File: config.mk
export PLATFORM = sky130hd
export DESIGN_NAME = adder_pipe_flat
export DESIGN_NICKNAME = d
export VERILOG_FILES = /design/src/rtl/adder_pipe_if.sv /design/src/rtl/adder_pipe.sv /design/src/flat_wrapper.sv
export SDC_FILE = /design/constraint.sdc
export NUM_CORES = 1
export LEC_CHECK = 0
export CAP_MARGIN = 5
export CORE_MARGIN = 8
export CORE_UTILIZATION = 50
export DETAILED_ROUTE_END_ITERATION = 16
export GPL_TIMING_DRIVEN = 0
export PLACE_DENSITY = 0.94
export SLEW_MARGIN = 20
export SYNTH_ARGS = -nofsm -noshare
export SYNTH_HDL_FRONTEND = slang
export SYNTH_SLANG_ARGS = --single-unit
File: constraint.sdc
create_clock -name clk -period 7.2 [get_ports clk]
set_input_delay 1.08 -clock clk [delete_from_list [all_inputs] [get_ports clk]]
set_output_delay 1.08 -clock clk [all_outputs]
set_load 0.01 [all_outputs]
File: src/rtl/adder_pipe_if.sv
// adder_pipe_if: operand/result bus for adder_pipe.
//   Handshake: a transfer happens on a rising clk edge where valid && ready
//   are both high. A producer holding valid keeps its payload stable until
//   that edge; ready may depend combinationally on the other side's ready.
//   master = operand producer + result consumer, slave = the adder.
interface adder_pipe_if #(
  parameter int N = 8
);
  logic         in_valid;
  logic         in_ready;
  logic [N-1:0] A;
  logic [N-1:0] B;
  logic         Cin;
  logic         out_valid;
  logic         out_ready;
  logic [N-1:0] Sum;
  logic         Cout;
  logic         Ovf;

  modport master (
    output in_valid, A, B, Cin, out_ready,
    input  in_ready, out_valid, Sum, Cout, Ovf
  );

  modport slave (
    input  in_valid, A, B, Cin, out_ready,
    output in_ready, out_valid, Sum, Cout, Ovf
  );
endinterface

File: src/rtl/adder_pipe.sv
// adder_pipe: two-stage pipelined N-bit adder, Sum = A + B + Cin.
//   Stage 1 ripples the low half (bits H-1:0) and registers the carry out of
//   bit H-1 together with the operand high halves; stage 2 ripples the high
//   half from that carry and registers Sum/Cout/Ovf, which drive the outputs
//   directly. Each bit position is a full-adder cell.
//   N must be even and >= 2; H = N/2.
//   Optional build macro ADDER_PIPE_SAT_EN: stage 2 clamps Sum to the signed
//   max/min when the add overflows; Cout/Ovf still describe the raw add.
//   Without the macro Sum is the raw modulo-2^N result.
module adder_pipe #(
  parameter int N = 8
) (
  input  logic         clk,
  input  logic         rst,
  adder_pipe_if.slave  bus
);

  localparam int H = N / 2;

  // Full-adder cell: returns {carry_out, sum_bit}.
  function automatic logic [1:0] full_adder(input logic a, input logic b, input logic ci);
    logic s;
    logic co;
    s  = a ^ b ^ ci;
    co = (a & b) | (a & ci) | (b & ci);
    return {co, s};
  endfunction

  // Stage 1 registers
  logic         s1_valid;
  logic [H-1:0] s1_lo;
  logic         s1_c;
  logic [H-1:0] s1_ahi;
  logic [H-1:0] s1_bhi;

  // Stage 2 registers (these are the outputs)
  logic         s2_valid;
  logic [N-1:0] s2_sum;
  logic         s2_cout;
  logic         s2_ovf;

  // Advance controls: a stage may load when it is empty or its content
  // leaves this cycle. Stage 1 can drain into a stage 2 that is draining,
  // so a full pipe with out_ready=1 still accepts a new operand.
  logic s1_adv;
  logic s2_adv;

  assign s2_adv = ~s2_valid | bus.out_ready;
  assign s1_adv = ~s1_valid | s2_adv;

  assign bus.in_ready  = s1_adv;
  assign bus.out_valid = s2_valid;
  assign bus.Sum       = s2_sum;
  assign bus.Cout      = s2_cout;
  assign bus.Ovf       = s2_ovf;

  // Low-half carry chain from Cin over A/B bits H-1:0.
  logic [H:0]   lo_c;
  logic [H-1:0] lo_sum;

  // Ripple the low half through H full-adder cells.
  always_comb begin
    lo_c    = '0;
    lo_sum  = '0;
    lo_c[0] = bus.Cin;
    for (int i = 0; i < H; i++) begin
      {lo_c[i+1], lo_sum[i]} = full_adder(bus.A[i], bus.B[i], lo_c[i]);
    end
  end

  // High-half carry chain, fed by the carry registered in stage 1.
  logic [H:0]   hi_c;
  logic [H-1:0] hi_sum;

  // Ripple the high half through H full-adder cells.
  always_comb begin
    hi_c    = '0;
    hi_sum  = '0;
    hi_c[0] = s1_c;
    for (int i = 0; i < H; i++) begin
      {hi_c[i+1], hi_sum[i]} = full_adder(s1_ahi[i], s1_bhi[i], hi_c[i]);
    end
  end

  logic [N-1:0] raw_sum;
  logic         cout_next;
  logic         ovf_next;
  logic [N-1:0] sum_next;

  assign raw_sum   = {hi_sum, s1_lo};
  assign cout_next = hi_c[H];
  // Signed overflow: operands share a sign and the result's sign differs.
  assign ovf_next  = (s1_ahi[H-1] == s1_bhi[H-1]) && (hi_sum[H-1] != s1_ahi[H-1]);

`ifdef ADDER_PIPE_SAT_EN
  // Overflow with a non-negative A can only go past the max positive value,
  // with a negative A only past the min negative value.
  logic [N-1:0] sat_val;
  assign sat_val  = s1_ahi[H-1] ? {1'b1, {(N-1){1'b0}}} : {1'b0, {(N-1){1'b1}}};
  assign sum_next = ovf_next ? sat_val : raw_sum;
`else
  assign sum_next = raw_sum;
`endif

  // Stage 1: capture the low-half result and operand high halves on advance.
  always_ff @(posedge clk) begin
    if (rst) begin
      s1_valid <= 1'b0;
      s1_lo    <= '0;
      s1_c     <= 1'b0;
      s1_ahi   <= '0;
      s1_bhi   <= '0;
    end else if (s1_adv) begin
      s1_valid <= bus.in_valid;
      s1_lo    <= lo_sum;
      s1_c     <= lo_c[H];
      s1_ahi   <= bus.A[N-1:H];
      s1_bhi   <= bus.B[N-1:H];
    end
  end

  // Stage 2: finish the high half and register the visible result on advance.
  always_ff @(posedge clk) begin
    if (rst) begin
      s2_valid <= 1'b0;
      s2_sum   <= '0;
      s2_cout  <= 1'b0;
      s2_ovf   <= 1'b0;
    end else if (s2_adv) begin
      s2_valid <= s1_valid;
      s2_sum   <= sum_next;
      s2_cout  <= cout_next;
      s2_ovf   <= ovf_next;
    end
  end

endmodule

File: src/flat_wrapper.sv
// flat-port wrapper written by rule: the top's interface ports become plain ports
module adder_pipe_flat 
#(
  parameter int N = 8
)
  (clk, rst, bus_in_valid, bus_A, bus_B, bus_Cin, bus_out_ready, bus_in_ready, bus_out_valid, bus_Sum, bus_Cout, bus_Ovf);
  adder_pipe_if #(.N(N)) bus_i ();
  input  logic clk;
  input  logic rst;
  input wire logic [$bits(bus_i.in_valid)-1:0] bus_in_valid;
  input wire logic [$bits(bus_i.A)-1:0] bus_A;
  input wire logic [$bits(bus_i.B)-1:0] bus_B;
  input wire logic [$bits(bus_i.Cin)-1:0] bus_Cin;
  input wire logic [$bits(bus_i.out_ready)-1:0] bus_out_ready;
  output wire logic [$bits(bus_i.in_ready)-1:0] bus_in_ready;
  output wire logic [$bits(bus_i.out_valid)-1:0] bus_out_valid;
  output wire logic [$bits(bus_i.Sum)-1:0] bus_Sum;
  output wire logic [$bits(bus_i.Cout)-1:0] bus_Cout;
  output wire logic [$bits(bus_i.Ovf)-1:0] bus_Ovf;
  assign bus_i.in_valid = bus_in_valid;
  assign bus_i.A = bus_A;
  assign bus_i.B = bus_B;
  assign bus_i.Cin = bus_Cin;
  assign bus_i.out_ready = bus_out_ready;
  assign bus_in_ready = bus_i.in_ready;
  assign bus_out_valid = bus_i.out_valid;
  assign bus_Sum = bus_i.Sum;
  assign bus_Cout = bus_i.Cout;
  assign bus_Ovf = bus_i.Ovf;
  adder_pipe #(.N(N)) u_core (.clk(clk), .rst(rst), .bus(bus_i));
endmodule
[Word-level counts from Yosys, hierarchy flattened]
Cells that the tools add are included.
W data, S select, Z words.
Operators by class
  $add $sub $neg: 0
  multiply operators: 0
  div/mod/pow operators: 0
  $lt $le $gt $ge: 0
  eq/ne operators: 2
  shifts and indexed selects: 0
  muxes and demuxes: 0
  bitwise operators: 60
  reductions and logical operators: 1
Operator list (count)
  $and A1 B1 Y1: 24
  $or A1 B1 Y1: 18
  $xor A1 B1 Y1: 16
  $not A1 Y1: 2
  $eq A1 B1 Y1: 1
  $logic_and A1 B1 Y1: 1
  $ne A1 B1 Y1: 1
Word-level totals
  flip-flop bits (word level): 25
  latch bits: 0
  memory bits (writable): 0
  ROM bits: 0
  input bits: 21
  word-level logic and storage cells: 72
  memories: 0

[Depth between registers and ports, before layout]
  word-level depth: 12
  gate-level depth with buffers: 10
  depth with buffers taken out: 10

[Worst setup path after synthesis]
Ideal clock, no wire load.
  kind: input port to flip-flop
  start point: input bus_Cin
  end point: register u_core.s1_lo[3]
  data arrival time: 2.702 ns
  data required time: 7.121 ns
  path slack: 4.419 ns
  stages on the path: 8
  path buffers: 0
  cell sequence: inv_1 -> fa_1 -> inv_1 -> fa_1 -> fa_1 -> inv_1 -> fa_1 -> a211oi_2
On the way
  cells in the longest elaborated chain, start to end: 10
  elaborated cells between the ends (all ways): 13
  classes of those cells: 13 x bitwise
RTL lines
  from (decl): RTL line flat_wrapper.sv:13  | input wire logic [$bits(bus_i.Cin)-1:0] bus_Cin;
  $and A1 B1 Y1: RTL line adder_pipe.sv:25  | co = (a & b) | (a & ci) | (b & ci);
  $or A1 B1 Y1: RTL line adder_pipe.sv:25
  $or A1 B1 Y1 *: RTL line adder_pipe.sv:25
  $and A1 B1 Y1: RTL line adder_pipe.sv:25
  $or A1 B1 Y1: RTL line adder_pipe.sv:25
  $or A1 B1 Y1 *: RTL line adder_pipe.sv:25
  $and A1 B1 Y1: RTL line adder_pipe.sv:25
  $or A1 B1 Y1: RTL line adder_pipe.sv:25
  $or A1 B1 Y1 *: RTL line adder_pipe.sv:25
  $xor A1 B1 Y1 *: RTL line adder_pipe.sv:24  | s = a ^ b ^ ci;
  to (signal assigned): RTL line adder_pipe.sv:115  | s1_lo <= lo_sum;
  to (decl): RTL line adder_pipe.sv:31  | logic [H-1:0] s1_lo;
Every way passes the cells marked *; elsewhere a longest branch is shown, timed or not.
A chain may end at the register's enable or synchronous reset.

[Final worst setup path]
  start point: input bus_out_ready
  end point: output bus_in_ready
On the way
  cells in the longest elaborated chain, start to end: 2
RTL lines
  from (decl): RTL line flat_wrapper.sv:14  | input wire logic [$bits(bus_i.out_ready)-1:0] bus_out_ready;
  $or A1 B1 Y1: RTL line adder_pipe.sv:48  | assign s2_adv = ~s2_valid | bus.out_ready;
  $or A1 B1 Y1: RTL line adder_pipe.sv:49  | assign s1_adv = ~s1_valid | s2_adv;
  to (decl): RTL line flat_wrapper.sv:15  | output wire logic [$bits(bus_i.in_ready)-1:0] bus_in_ready;
Every way passes these cells.

==> out/results.ini <==
[critical_path]
cp_slowest_cell=clkdlybuf4s50_1
rr_startpoint=u_core.s1_bhi[0]$_SDFFE_PP0P_
timing.rr.end=u_core.bus.Ovf$_SDFFE_PP0P_
worstPathBufferInverterCount=4
cpLargestDelayFamily=buffers and inverters
cp-start-kind=primary input
end_kind=primary output
crit_arrival_ps=2680
critPathMaxFanout=10
crit_chain=clkdlybuf4s50_1, and3b_2, inv_4, buf_12, clkdlybuf4s50_1
r2r_cells=10
crit_path_max_incr_delay_ps=540
worstPathRequired_ps=6120
crit_type=in -> out
crit_top_cell=clkdlybuf4s50_1
r2r_setup_slack_ps=4620

[placed_design]
place_hpwl_mm=2.02
port_buffers=31
gp_congestion=0.850

[global_routing]
use_met1_pct=14.3
track_usage_pct=13.1
met2_usage_pct=23.0
grt_pass1_wl_mm=4.44
grt_max_degree=14
grt_pass1_vias=1059
use_met3_pct=4.12
overflow=0
antenna_found_initial=0
global_route.peak_usage_layer=met2

[synth]
synth_edf_count=0
synth.distinct_cells=21
ys_seq_area_share_pct=42.6
yosysMostFrequentCell=nand2_1
avgSynthCellArea_um2=9.25
synthFlopType=dfxtp_1
yosysWarnings=0
synthTopCellsByCount=nand2_1 (27), dfxtp_1 (25), inv_1 (14)
synth.area.top_cells=dfxtp_1 (43%), fa_1 (14%), nand2_1 (8.6%), a21oi_1 (4.7%), inv_1 (4.5%)
netlist_instances=127
synth_top_area_cell=dfxtp_1
ys_async_sr_fraction_pct=0
synth-seq-cells=25
synth_area_um2=1170
synth_top_area_share_pct=42.6
synth_nets=157

[status]
status=finished clean

[die]
row_count=17
fp.dieH_um=64.5
ios=33
dieArea_um2=4160
start_util_pct=53.1
die-width_um=64.5
core-area_um2=2210

[sta]
fmax_mhz=266
setup_viol=0
slew_viol_final=0
finalCritPeriodShare_pct=52.2
min_period_ps=3760
skew_ps=3.73
hold_slack_ps=466
tightest_slew_ps=593
hold_viol_final=0
fin_tns_setup_ps=0
rsz0062_at_grt=false
relSlewSlack_pct=60.5

[clock_network]
cts_hold_buf=0
post_cts_resized=0
clock-sinks=25
cts_tree=done
clk_path_buf_depth=2
postCtsSetupRepairBufs=0
htreeDepth=1
clk_pin_slew_ps=130
clk_latency_ps=320
cts_made_buffers=3
root_buffer=clkbuf_4

[min_path]
hold_end=u_core.bus.Ovf$_SDFFE_PP0P_
hp-class=reg -> reg
min_from=u_core.bus.Ovf$_SDFFE_PP0P_
hold_path_depth=2

[detailed_routing]
vias=936
avgRoutedWirePerCell_um=13.3
routed_wl_mm=2.53
drtIter0Drc=7
drc=0
first_pass_iters=4
viasPerCell=4.93
antenna_left=0

[flow_run]
maxCapViolations=0

[final_layout]
drive_above_1_share_pct=16.0
fin_nets=193
antenna_cells=0
syn_to_final_growth_pct=31.6

[pwr]
ir_drop_mv=0.141
leakage_uw=0.000644
p_per_area_nw_per_um2=180

[kinds of logic after synthesis]
logic type | share of synthesized area, %
AND/OR/NAND/NOR | 18.1
buffers and inverters | 9.58
flip-flops | 42.6
XOR/XNOR | 0.746
adder cells (fa/ha/maj) | 14.7
AO/OA/AOI/OAI | 14.3
[flip-flops by register name, summed over array words and instances, names as in the netlist]
| register | count |
|---|---|
| u_core.bus.Cout | 1 |
| u_core.bus.Ovf | 1 |
| u_core.bus.Sum | 8 |
| u_core.bus.out_valid | 1 |
| u_core.s1_ahi | 4 |
| u_core.s1_bhi | 4 |
| u_core.s1_c | 1 |
| u_core.s1_lo | 4 |
| u_core.s1_valid | 1 |
[layout by cell type, fill, tap and decap left out]
cell type        Yosys  final
and3b_2              1      1
fa_1                 8      8
buf_6                1      1
a21oi_2              6      6
buf_2                3      3
clkbuf_4             0      3
nor2b_4              1      1
clkbuf_1             2      3
nand2b_1             1      1
nand2_2              6      6
inv_1               14     14
inv_4                1      1
a21oi_1             11     11
xor2_1               1      1
nor2_1              10     10
nand2_1             27     27
or3_1                1      1
clkdlybuf4s50_1      0     31
a211oi_2             3      3
buf_12               1      1
ha_1                 1      1
dfxtp_1             25     25
a211oi_1             3      3
[power breakdown]
part | leakage [uW] | internal [uW] | total, uW | switching (uW)
registers | 0.000207 | 150 | 157 | 6.62
clock network | 0.0000150 | 21.7 | 61.6 | 39.9
logic | 0.000422 | 34.1 | 60.3 | 26.1
[stage by stage]
| stage | setup slack (ps) | instance area, um2 | total power [uW] | utilization, % | cells |
|---|---|---|---|---|---|
| 6_report | 3440 | 1550 | 279 | 69.9 | 190 |
| 5_1_grt | 3380 | 1550 | 294 | 69.9 | 190 |
| 4_1_cts | 3440 | 1550 | 281 | 69.9 | 190 |
| 3_5_place_dp | 3440 | 1520 | 221 | 68.7 | 186 |
| 3_3_place_gp | 3450 | 1520 | 217 | 68.7 | 186 |
| 2_1_floorplan | 4420 | 1170 | 191 | - | 127 |
[worst register-to-register path, cell delays in order (launching register included)]
cell	delay (ps)
dfxtp_1	340
inv_1	70
fa_1	160
inv_1	50
fa_1	400
fa_1	380
inv_1	80
fa_1	440
xor2_1	150
or3_1	310
a21oi_1	140
[layout make-up]
type | count | area, um2
plain buffers | 7 | 53.8
flip-flops and latches | 25 | 500
fillers | 173 | 666
clock buffers | 4 | 26.3
multi-input cells | 80 | 562
repair buffers | 31 | 310
well taps | 28 | 35.0
inverters | 15 | 58.8
[per-layer routing]
metal  share of wire (%)  wire, um  vias up
li1                    -         -      461
met1                  41      1040      438
met2                  51      1300       31
met3                 5.6       142        6
met4                 1.8        45        0
met5                   0         0        -
[worst max-delay path by stage]
stage,to,start,slack [ps],cells after the start
6_report,bus_in_ready,bus_out_ready,3440,5
4_1_cts,bus_in_ready,bus_out_ready,3440,5
3_3_place_gp,bus_in_ready,bus_out_ready,3450,5
5_1_grt,bus_in_ready,bus_out_ready,3380,5
2_1_floorplan,u_core.s1_lo[3]$_SDFFE_PP0P_,bus_Cin,4420,8
3_5_place_dp,bus_in_ready,bus_out_ready,3440,5
(Power assumes the default switching activity.)
